**config.mk**
```make
export PLATFORM = sky130hd
export DESIGN_NAME = gate_selftest_seq_flat
export DESIGN_NICKNAME = d
export VERILOG_FILES = /design/src/rtl/gate_seq_pkg.sv /design/src/rtl/gate_selftest_seq_if.sv /design/src/rtl/gate_selftest_seq.sv /design/src/flat_wrapper.sv
export SDC_FILE = /design/constraint.sdc
export NUM_CORES = 1
export LEC_CHECK = 0
export CORE_MARGIN = 5
export CORE_UTILIZATION = 35
export CTS_CLUSTER_SIZE = 8
export DETAILED_ROUTE_END_ITERATION = 8
export PLACE_DENSITY = 0.65
export SLEW_MARGIN = 20
export SYNTH_ARGS = -nofsm -noshare
export SYNTH_HDL_FRONTEND = slang
export SYNTH_SLANG_ARGS = --single-unit
```
**constraint.sdc**
```tcl
create_clock -name clk -period 2.7 [get_ports clk]
set_input_delay 0.405 -clock clk [delete_from_list [all_inputs] [get_ports clk]]
set_output_delay 0.405 -clock clk [all_outputs]
set_load 0.005 [all_outputs]
```
**src/rtl/gate_seq_pkg.sv**
```systemverilog
// Shared definitions for the gate self-test sequencer: FSM encoding and
// reference truth tables indexed by {a,b}.
package gate_seq_pkg;

    typedef enum logic [1:0] {
        ST_IDLE,
        ST_SETTLE,
        ST_SAMPLE,
        ST_DONE
    } seq_state_t;

    localparam logic [3:0] TT_XOR  = 4'b0110;
    localparam logic [3:0] TT_XNOR = 4'b1001;
    localparam logic [3:0] TT_NAND = 4'b0111;
    localparam logic [3:0] TT_AND  = 4'b1000;
    localparam logic [3:0] TT_OR   = 4'b1110;
    localparam logic [3:0] TT_NOR  = 4'b0001;

    function automatic logic tt_bit(input logic [3:0] tt, input logic [1:0] vec);
        return tt[vec];
    endfunction

endpackage

```
**src/rtl/gate_selftest_seq_if.sv**
```systemverilog
// Controller-side and gate-side signals of the self-test sequencer.
// master = test controller/bench (also returns gate_y), slave = sequencer.
interface gate_selftest_seq_if #(
    parameter int unsigned CNT_W = 8
);
    logic             start;
    logic             abort;
    logic             clr_err;
    logic [3:0]       expect_tt;
    logic             gate_y;
    logic             gate_a;
    logic             gate_b;
    logic             busy;
    logic             done;
    logic             pass;
    logic [3:0]       fail_mask;
    logic [CNT_W-1:0] err_count;

    modport master (
        output start, abort, clr_err, expect_tt, gate_y,
        input  gate_a, gate_b, busy, done, pass, fail_mask, err_count
    );

    modport slave (
        input  start, abort, clr_err, expect_tt, gate_y,
        output gate_a, gate_b, busy, done, pass, fail_mask, err_count
    );
endinterface

```
**src/rtl/gate_selftest_seq.sv**
```systemverilog
// Exhaustive 2-input gate self-test: sweeps {a,b} = 00..11, samples gate_y
// after a programmable settle time and reports pass, fail mask and error count.
module gate_selftest_seq
    import gate_seq_pkg::*;
#(
    parameter int unsigned SETTLE_CYCLES = 2,
    parameter int unsigned CNT_W         = 8
) (
    input  logic                clk,
    input  logic                rst_n,
    gate_selftest_seq_if.slave  bus
);
    localparam logic [3:0] CNT_LOAD = 4'(SETTLE_CYCLES - 1);

    seq_state_t       r_state;
    logic [1:0]       r_vec;
    logic [3:0]       r_cnt;
    logic [3:0]       r_tt;
    logic             r_gate_a;
    logic             r_gate_b;
    logic             r_done;
    logic             r_pass;
    logic [3:0]       r_fail_mask;
    logic [CNT_W-1:0] r_err;

    logic             w_mismatch;
    logic             w_err_inc;
    logic [1:0]       w_vec_next;

    assign w_mismatch = (bus.gate_y != tt_bit(r_tt, r_vec));
    assign w_err_inc  = (r_state == ST_SAMPLE) && !bus.abort && w_mismatch;
    assign w_vec_next = r_vec + 2'd1;

    always_ff @(posedge clk or negedge rst_n) begin
        if (!rst_n) begin
            r_state     <= ST_IDLE;
            r_vec       <= '0;
            r_cnt       <= '0;
            r_tt        <= '0;
            r_gate_a    <= 1'b0;
            r_gate_b    <= 1'b0;
            r_done      <= 1'b0;
            r_pass      <= 1'b0;
            r_fail_mask <= '0;
        end else begin
            r_done <= 1'b0;
            if (r_state != ST_IDLE && bus.abort) begin
                // Abort leaves fail_mask partial and pass at its start-cleared 0.
                r_state  <= ST_IDLE;
                r_gate_a <= 1'b0;
                r_gate_b <= 1'b0;
            end else begin
                case (r_state)
                    ST_IDLE: begin
                        r_gate_a <= 1'b0;
                        r_gate_b <= 1'b0;
                        if (bus.start && !bus.abort) begin
                            r_tt        <= bus.expect_tt;
                            r_vec       <= '0;
                            r_fail_mask <= '0;
                            r_pass      <= 1'b0;
                            r_cnt       <= CNT_LOAD;
                            r_state     <= ST_SETTLE;
                        end
                    end
                    ST_SETTLE: begin
                        if (r_cnt == '0) r_state <= ST_SAMPLE;
                        else             r_cnt   <= r_cnt - 4'd1;
                    end
                    ST_SAMPLE: begin
                        if (w_mismatch) r_fail_mask[r_vec] <= 1'b1;
                        if (r_vec == 2'd3) begin
                            r_state <= ST_DONE;
                        end else begin
                            r_vec    <= w_vec_next;
                            r_gate_a <= w_vec_next[1];
                            r_gate_b <= w_vec_next[0];
                            r_cnt    <= CNT_LOAD;
                            r_state  <= ST_SETTLE;
                        end
                    end
                    ST_DONE: begin
                        r_done   <= 1'b1;
                        r_pass   <= (r_fail_mask == '0);
                        r_gate_a <= 1'b0;
                        r_gate_b <= 1'b0;
                        r_state  <= ST_IDLE;
                    end
                    default: r_state <= ST_IDLE;
                endcase
            end
        end
    end

    // Cumulative across sweeps; clear wins over a same-cycle increment.
    always_ff @(posedge clk or negedge rst_n) begin
        if (!rst_n) begin
            r_err <= '0;
        end else if (bus.clr_err) begin
            r_err <= '0;
        end else if (w_err_inc && !(&r_err)) begin
            r_err <= r_err + 1'b1;
        end
    end

    assign bus.gate_a    = r_gate_a;
    assign bus.gate_b    = r_gate_b;
    assign bus.busy      = (r_state != ST_IDLE);
    assign bus.done      = r_done;
    assign bus.pass      = r_pass;
    assign bus.fail_mask = r_fail_mask;
    assign bus.err_count = r_err;
endmodule

```
**src/flat_wrapper.sv**
```systemverilog
// flat-port wrapper written by rule: the top's interface ports become plain ports
module gate_selftest_seq_flat import gate_seq_pkg::*;
#(
    parameter int unsigned SETTLE_CYCLES = 2,
    parameter int unsigned CNT_W         = 8
)
  (clk, rst_n, bus_start, bus_abort, bus_clr_err, bus_expect_tt, bus_gate_y, bus_gate_a, bus_gate_b, bus_busy, bus_done, bus_pass, bus_fail_mask, bus_err_count);
  gate_selftest_seq_if #(.CNT_W(CNT_W)) bus_i ();
  input  logic clk;
  input  logic rst_n;
  input wire logic [$bits(bus_i.start)-1:0] bus_start;
  input wire logic [$bits(bus_i.abort)-1:0] bus_abort;
  input wire logic [$bits(bus_i.clr_err)-1:0] bus_clr_err;
  input wire logic [$bits(bus_i.expect_tt)-1:0] bus_expect_tt;
  input wire logic [$bits(bus_i.gate_y)-1:0] bus_gate_y;
  output wire logic [$bits(bus_i.gate_a)-1:0] bus_gate_a;
  output wire logic [$bits(bus_i.gate_b)-1:0] bus_gate_b;
  output wire logic [$bits(bus_i.busy)-1:0] bus_busy;
  output wire logic [$bits(bus_i.done)-1:0] bus_done;
  output wire logic [$bits(bus_i.pass)-1:0] bus_pass;
  output wire logic [$bits(bus_i.fail_mask)-1:0] bus_fail_mask;
  output wire logic [$bits(bus_i.err_count)-1:0] bus_err_count;
  assign bus_i.start = bus_start;
  assign bus_i.abort = bus_abort;
  assign bus_i.clr_err = bus_clr_err;
  assign bus_i.expect_tt = bus_expect_tt;
  assign bus_i.gate_y = bus_gate_y;
  assign bus_gate_a = bus_i.gate_a;
  assign bus_gate_b = bus_i.gate_b;
  assign bus_busy = bus_i.busy;
  assign bus_done = bus_i.done;
  assign bus_pass = bus_i.pass;
  assign bus_fail_mask = bus_i.fail_mask;
  assign bus_err_count = bus_i.err_count;
  gate_selftest_seq #(.SETTLE_CYCLES(SETTLE_CYCLES), .CNT_W(CNT_W)) u_core (.clk(clk), .rst_n(rst_n), .bus(bus_i));
endmodule
```
==> results.txt <==
----------------------------------------------------
[Critical path]
  Cell type of the slowest stage on the worst timing path ... sky130_fd_sc_hd__clkdlybuf4s50_1
  Kind of critical path ... flop to output port
  Cell chain of the critical path ... inv_1 -> ha_1 -> inv_1 -> clkdlybuf4s50_1
  Largest fanout on the critical path ... 5
  Arrival @ worst endpoint ... 1.76 ns
  Endpoint kind of the worst setup timing path ... output port
  Worst setup path startpoint ... u_core.r_state[0]
  CP required ... around 2.3 ns
  Launching element type of the critical path ... flop
  Cell repeated most along the worst path ... sky130_fd_sc_hd__inv_1
  Launching point of the worst reg2reg path ... u_core.r_vec[0]
  Delay of the slowest cell on the worst path ... a little over 0.5 ns

[Clocking]
  Later-pin clock latency in the skew report ... ~0.28 ns
  CTS tree ... yes
  CTS Sinks ... 28
  CTS hold repair buffers ... 0
  Clock Path Buffers ... 2
  Post-CTS Repair Setup Buffers ... 0
  Clock transition at the registers of the reported paths ... ~0.1 ns
  Root buffer cell ... sky130_fd_sc_hd__clkbuf_8
  Number of gates resized after CTS ... 0
  CTS HTree Levels ... 1
  Total clock buffers created by CTS ... 3

[Cells and area]
  Number of nets in the final layout ... around 210
  Area of the multi-input gates ... 857 um2
  Seq. cell area ... ~700 um2
  Area Growth Syn to Fin ... 23.7%
  Antenna fix cells ... 0
  Fraction of layout instances using a drive strength above 1 ... under 10%
  Non-Filler Instances ... 240
  Fill cells ... ~430

[Placement]
  Detail Placement HPWL ... roughly 2.5 mm
  Global placement routability congestion ... between 0.8 and 0.9
  Port-buffer cells ... 26
  Total placed cells including tap cells ... between 200 and 250

[Floorplan]
  Overall die height ... around 80 um
  Starting density of the core ... 36.7%
  Site row count ... 24
  Die ar. ... ~6000 um2
  Die outline width ... slightly below 80 um
  Total core area ... 4440 um2
  Top-level port count ... 27

[Synth]
  Ys async rst share ... 100%
  Count of state elements after synthesis ... 28
  Register area share after synthesis ... about 43%
  Synth Instances ... ~160
  Area fraction of the dominant cell type after synthesis ... a little over two fifths
  Syn Nets ... about 180
  Count leader, synth ... sky130_fd_sc_hd__dfrtp_1
  Top cells by instance count after synthesis ... 28 x sky130_fd_sc_hd__dfrtp_1, 12 x sky130_fd_sc_hd__ha_1, 12 x sky130_fd_sc_hd__inv_1
  Main flop type after synthesis ... sky130_fd_sc_hd__dfrtp_1
  Cells taking the most area after synthesis ... sky130_fd_sc_hd__dfrtp_1 43%, sky130_fd_sc_hd__ha_1 9.2%, sky130_fd_sc_hd__mux2_2 5.5%, sky130_fd_sc_hd__nor2b_1 4.2%, sky130_fd_sc_hd__a21oi_1 2.8%
  Post-synthesis cell type with the largest combined area ... sky130_fd_sc_hd__dfrtp_1
  Yosys warnings ... 0
  Post-synthesis area per instance ... between 10 and 15 um2
  Unique cell type count in the Yosys netlist ... 39
  Summed instance area of the synthesized netlist ... 1630 um2
  EDFF count, synth ... 0

[Routing]
  Via/cell ratio ... 5.25
  Detailed Route Iter0 Violations ... between 70 and 80
  Number of vias after detailed routing ... 1259
  Count of nets left with antenna violations after detail routing ... 0
  Detailed-routing iteration count for the pre-antenna-repair pass ... 4
  Number of DRC violations after detailed routing ... 0
  Routed wire length ... about 3.4 mm
  Average wire length per cell after detail routing ... 14.0 um

[Timing]
  Peak clock frequency supported by timing ... 463 MHz
  Number of max-slew violations in the final report ... 0
  Hold WS ... ~0.50 ns
  Number of hold violations in the final report ... 0
  Number of failing setup endpoints in the final timing report ... 0
  Tmin final ... 2.16 ns
  Slew at the pin closest to its max-slew limit ... 0.547 ns
  Max-slew headroom ... 63.3%
  Final period util ... between 80% and 90%
  Post-route setup TNS ... 0 ns
  Setup skew after layout ... approximately 0.0016 ns
  Setup repair after global routing missed its margin ... false

[Outcome]
  Run status ... complete, no violations

[Worst hold path]
  Hold Crit Class ... input port to async pin

[Pwr]
  Overall power consumption ... roughly 1.7 mW
  Leakage power summed over all cells ... ~0.86 nW
  Power per Cell Area ... roughly 840 nW/um2
  Highest ir drop seen on vdd ... between 0.3 and 0.4 mV

[Global routing]
  Grt total ovfl ... 0
  Antenna violations before repair ... 0
  Global-route wire length before repair ... between 5 and 6 mm
  GR Util All Layers ... 11.5%
  Via count of the first global-routing pass ... roughly 1200
  Maximum number of pins on one net before global-route repair ... 29

[Flow run]
  # Max-Cap Violations ... 0

----------------------------------------------------
state kept, by name, indices dropped and copies added, names as in the netlist:
| register | flops |
|---|---|
| u_core.bus.gate_a | 1 |
| u_core.r_vec | 2 |
| u_core.bus.pass | 1 |
| u_core.bus.done | 1 |
| u_core.bus.err_count | 8 |
| u_core.r_state | 2 |
| u_core.bus.fail_mask | 4 |
| u_core.r_tt | 4 |
| u_core.r_cnt | 4 |
| u_core.bus.gate_b | 1 |
per-layer routing:
| layer | wire [um] | GRT usage [%] | up-vias |
|---|---|---|---|
| li1 | - | - | 630 |
| met1 | 1640 | 16.1 | 601 |
| met2 | 1550 | 17.4 | 24 |
| met3 | 130 | 2.17 | 4 |
| met4 | 38 | 4.72 | 0 |
| met5 | 0 | 0 | - |
cell families (layout without fill, tap and decap cells):
family	Yosys count	count (layout)	share of synthesized area (%)
flip-flops	28	28	43.0
AND/OR/NAND/NOR	55	55	18.5
XOR/XNOR	2	2	1.54
AO/OA/AOI/OAI	33	33	13.2
multiplexers	14	14	10.1
buffers and inverters	17	44	4.38
adder cells (fa/ha/maj)	12	12	9.22
worst paths after layout:
path	end	slack [ns]	cells past startpoint
worst max-delay path	bus_busy	0.54	4
max in group asynchronous	u_core.bus.fail_mask[0]	1.94	2
worst min register to register	u_core.r_cnt[3]	0.52	1
min in group clk	u_core.r_cnt[3]	0.52	1
worst min-delay path	u_core.bus.err_count[1]	0.50	2
worst max register to register	u_core.bus.err_count[7]	0.61	4
critical path: cells and delay by family (launching register included):
kind | cells | cell delay (ns)
fa+ha+maj | 1 | 0.28
flops | 1 | 0.44
buf+inv | 3 | 0.75
stage by stage:
stage / util [%] / area (um2) / setup slack (ns)
finish: 45.3 / 2010 / 0.538
global placement: 43.7 / 1940 / 0.576
floorplan: - / 1630 / 0.689
CTS: 45.3 / 2010 / 0.539
global route: 45.3 / 2010 / 0.457
detailed placement: 43.7 / 1940 / 0.572
area by class of cell:
cell class | count | share of cell area (%)
Clock inverter | 1 | 1.49
Timing Repair Buffer | 28 | 13.7
Tap cell | 52 | 3.23
Inverter | 12 | 2.24
Multi-Input combinational cell | 116 | 42.5
Clock buffer | 3 | 2.05
Sequential cell | 28 | 34.8
where the power goes:
| part | internal, mW | switching [mW] | leakage, nW |
|---|---|---|---|
| Clock | 0.199 | 0.135 | 0.0357 |
| Combinational | 0.347 | 0.378 | 0.452 |
| Sequential | 0.533 | 0.101 | 0.372 |
placed cells by master (no fill, tap or decap), drive strengths merged, types with 2 or more instances in the layout:
cell           instances
nor4                   4
dfrtp                 28
nand3                  7
nor2                  10
mux2                  10
o31ai                  3
nand2                  7
or4                    3
clkbuf                 3
ha                    12
inv                   12
nor2b                 11
mux2i                  3
clkdlybuf4s50         26
a21oi                  9
buf                    2
nand2b                 4
a31oi                  4
a22o                   3
nor3                   3
o21ai                  6
Note: power is estimated with default switching activity, not from simulation.
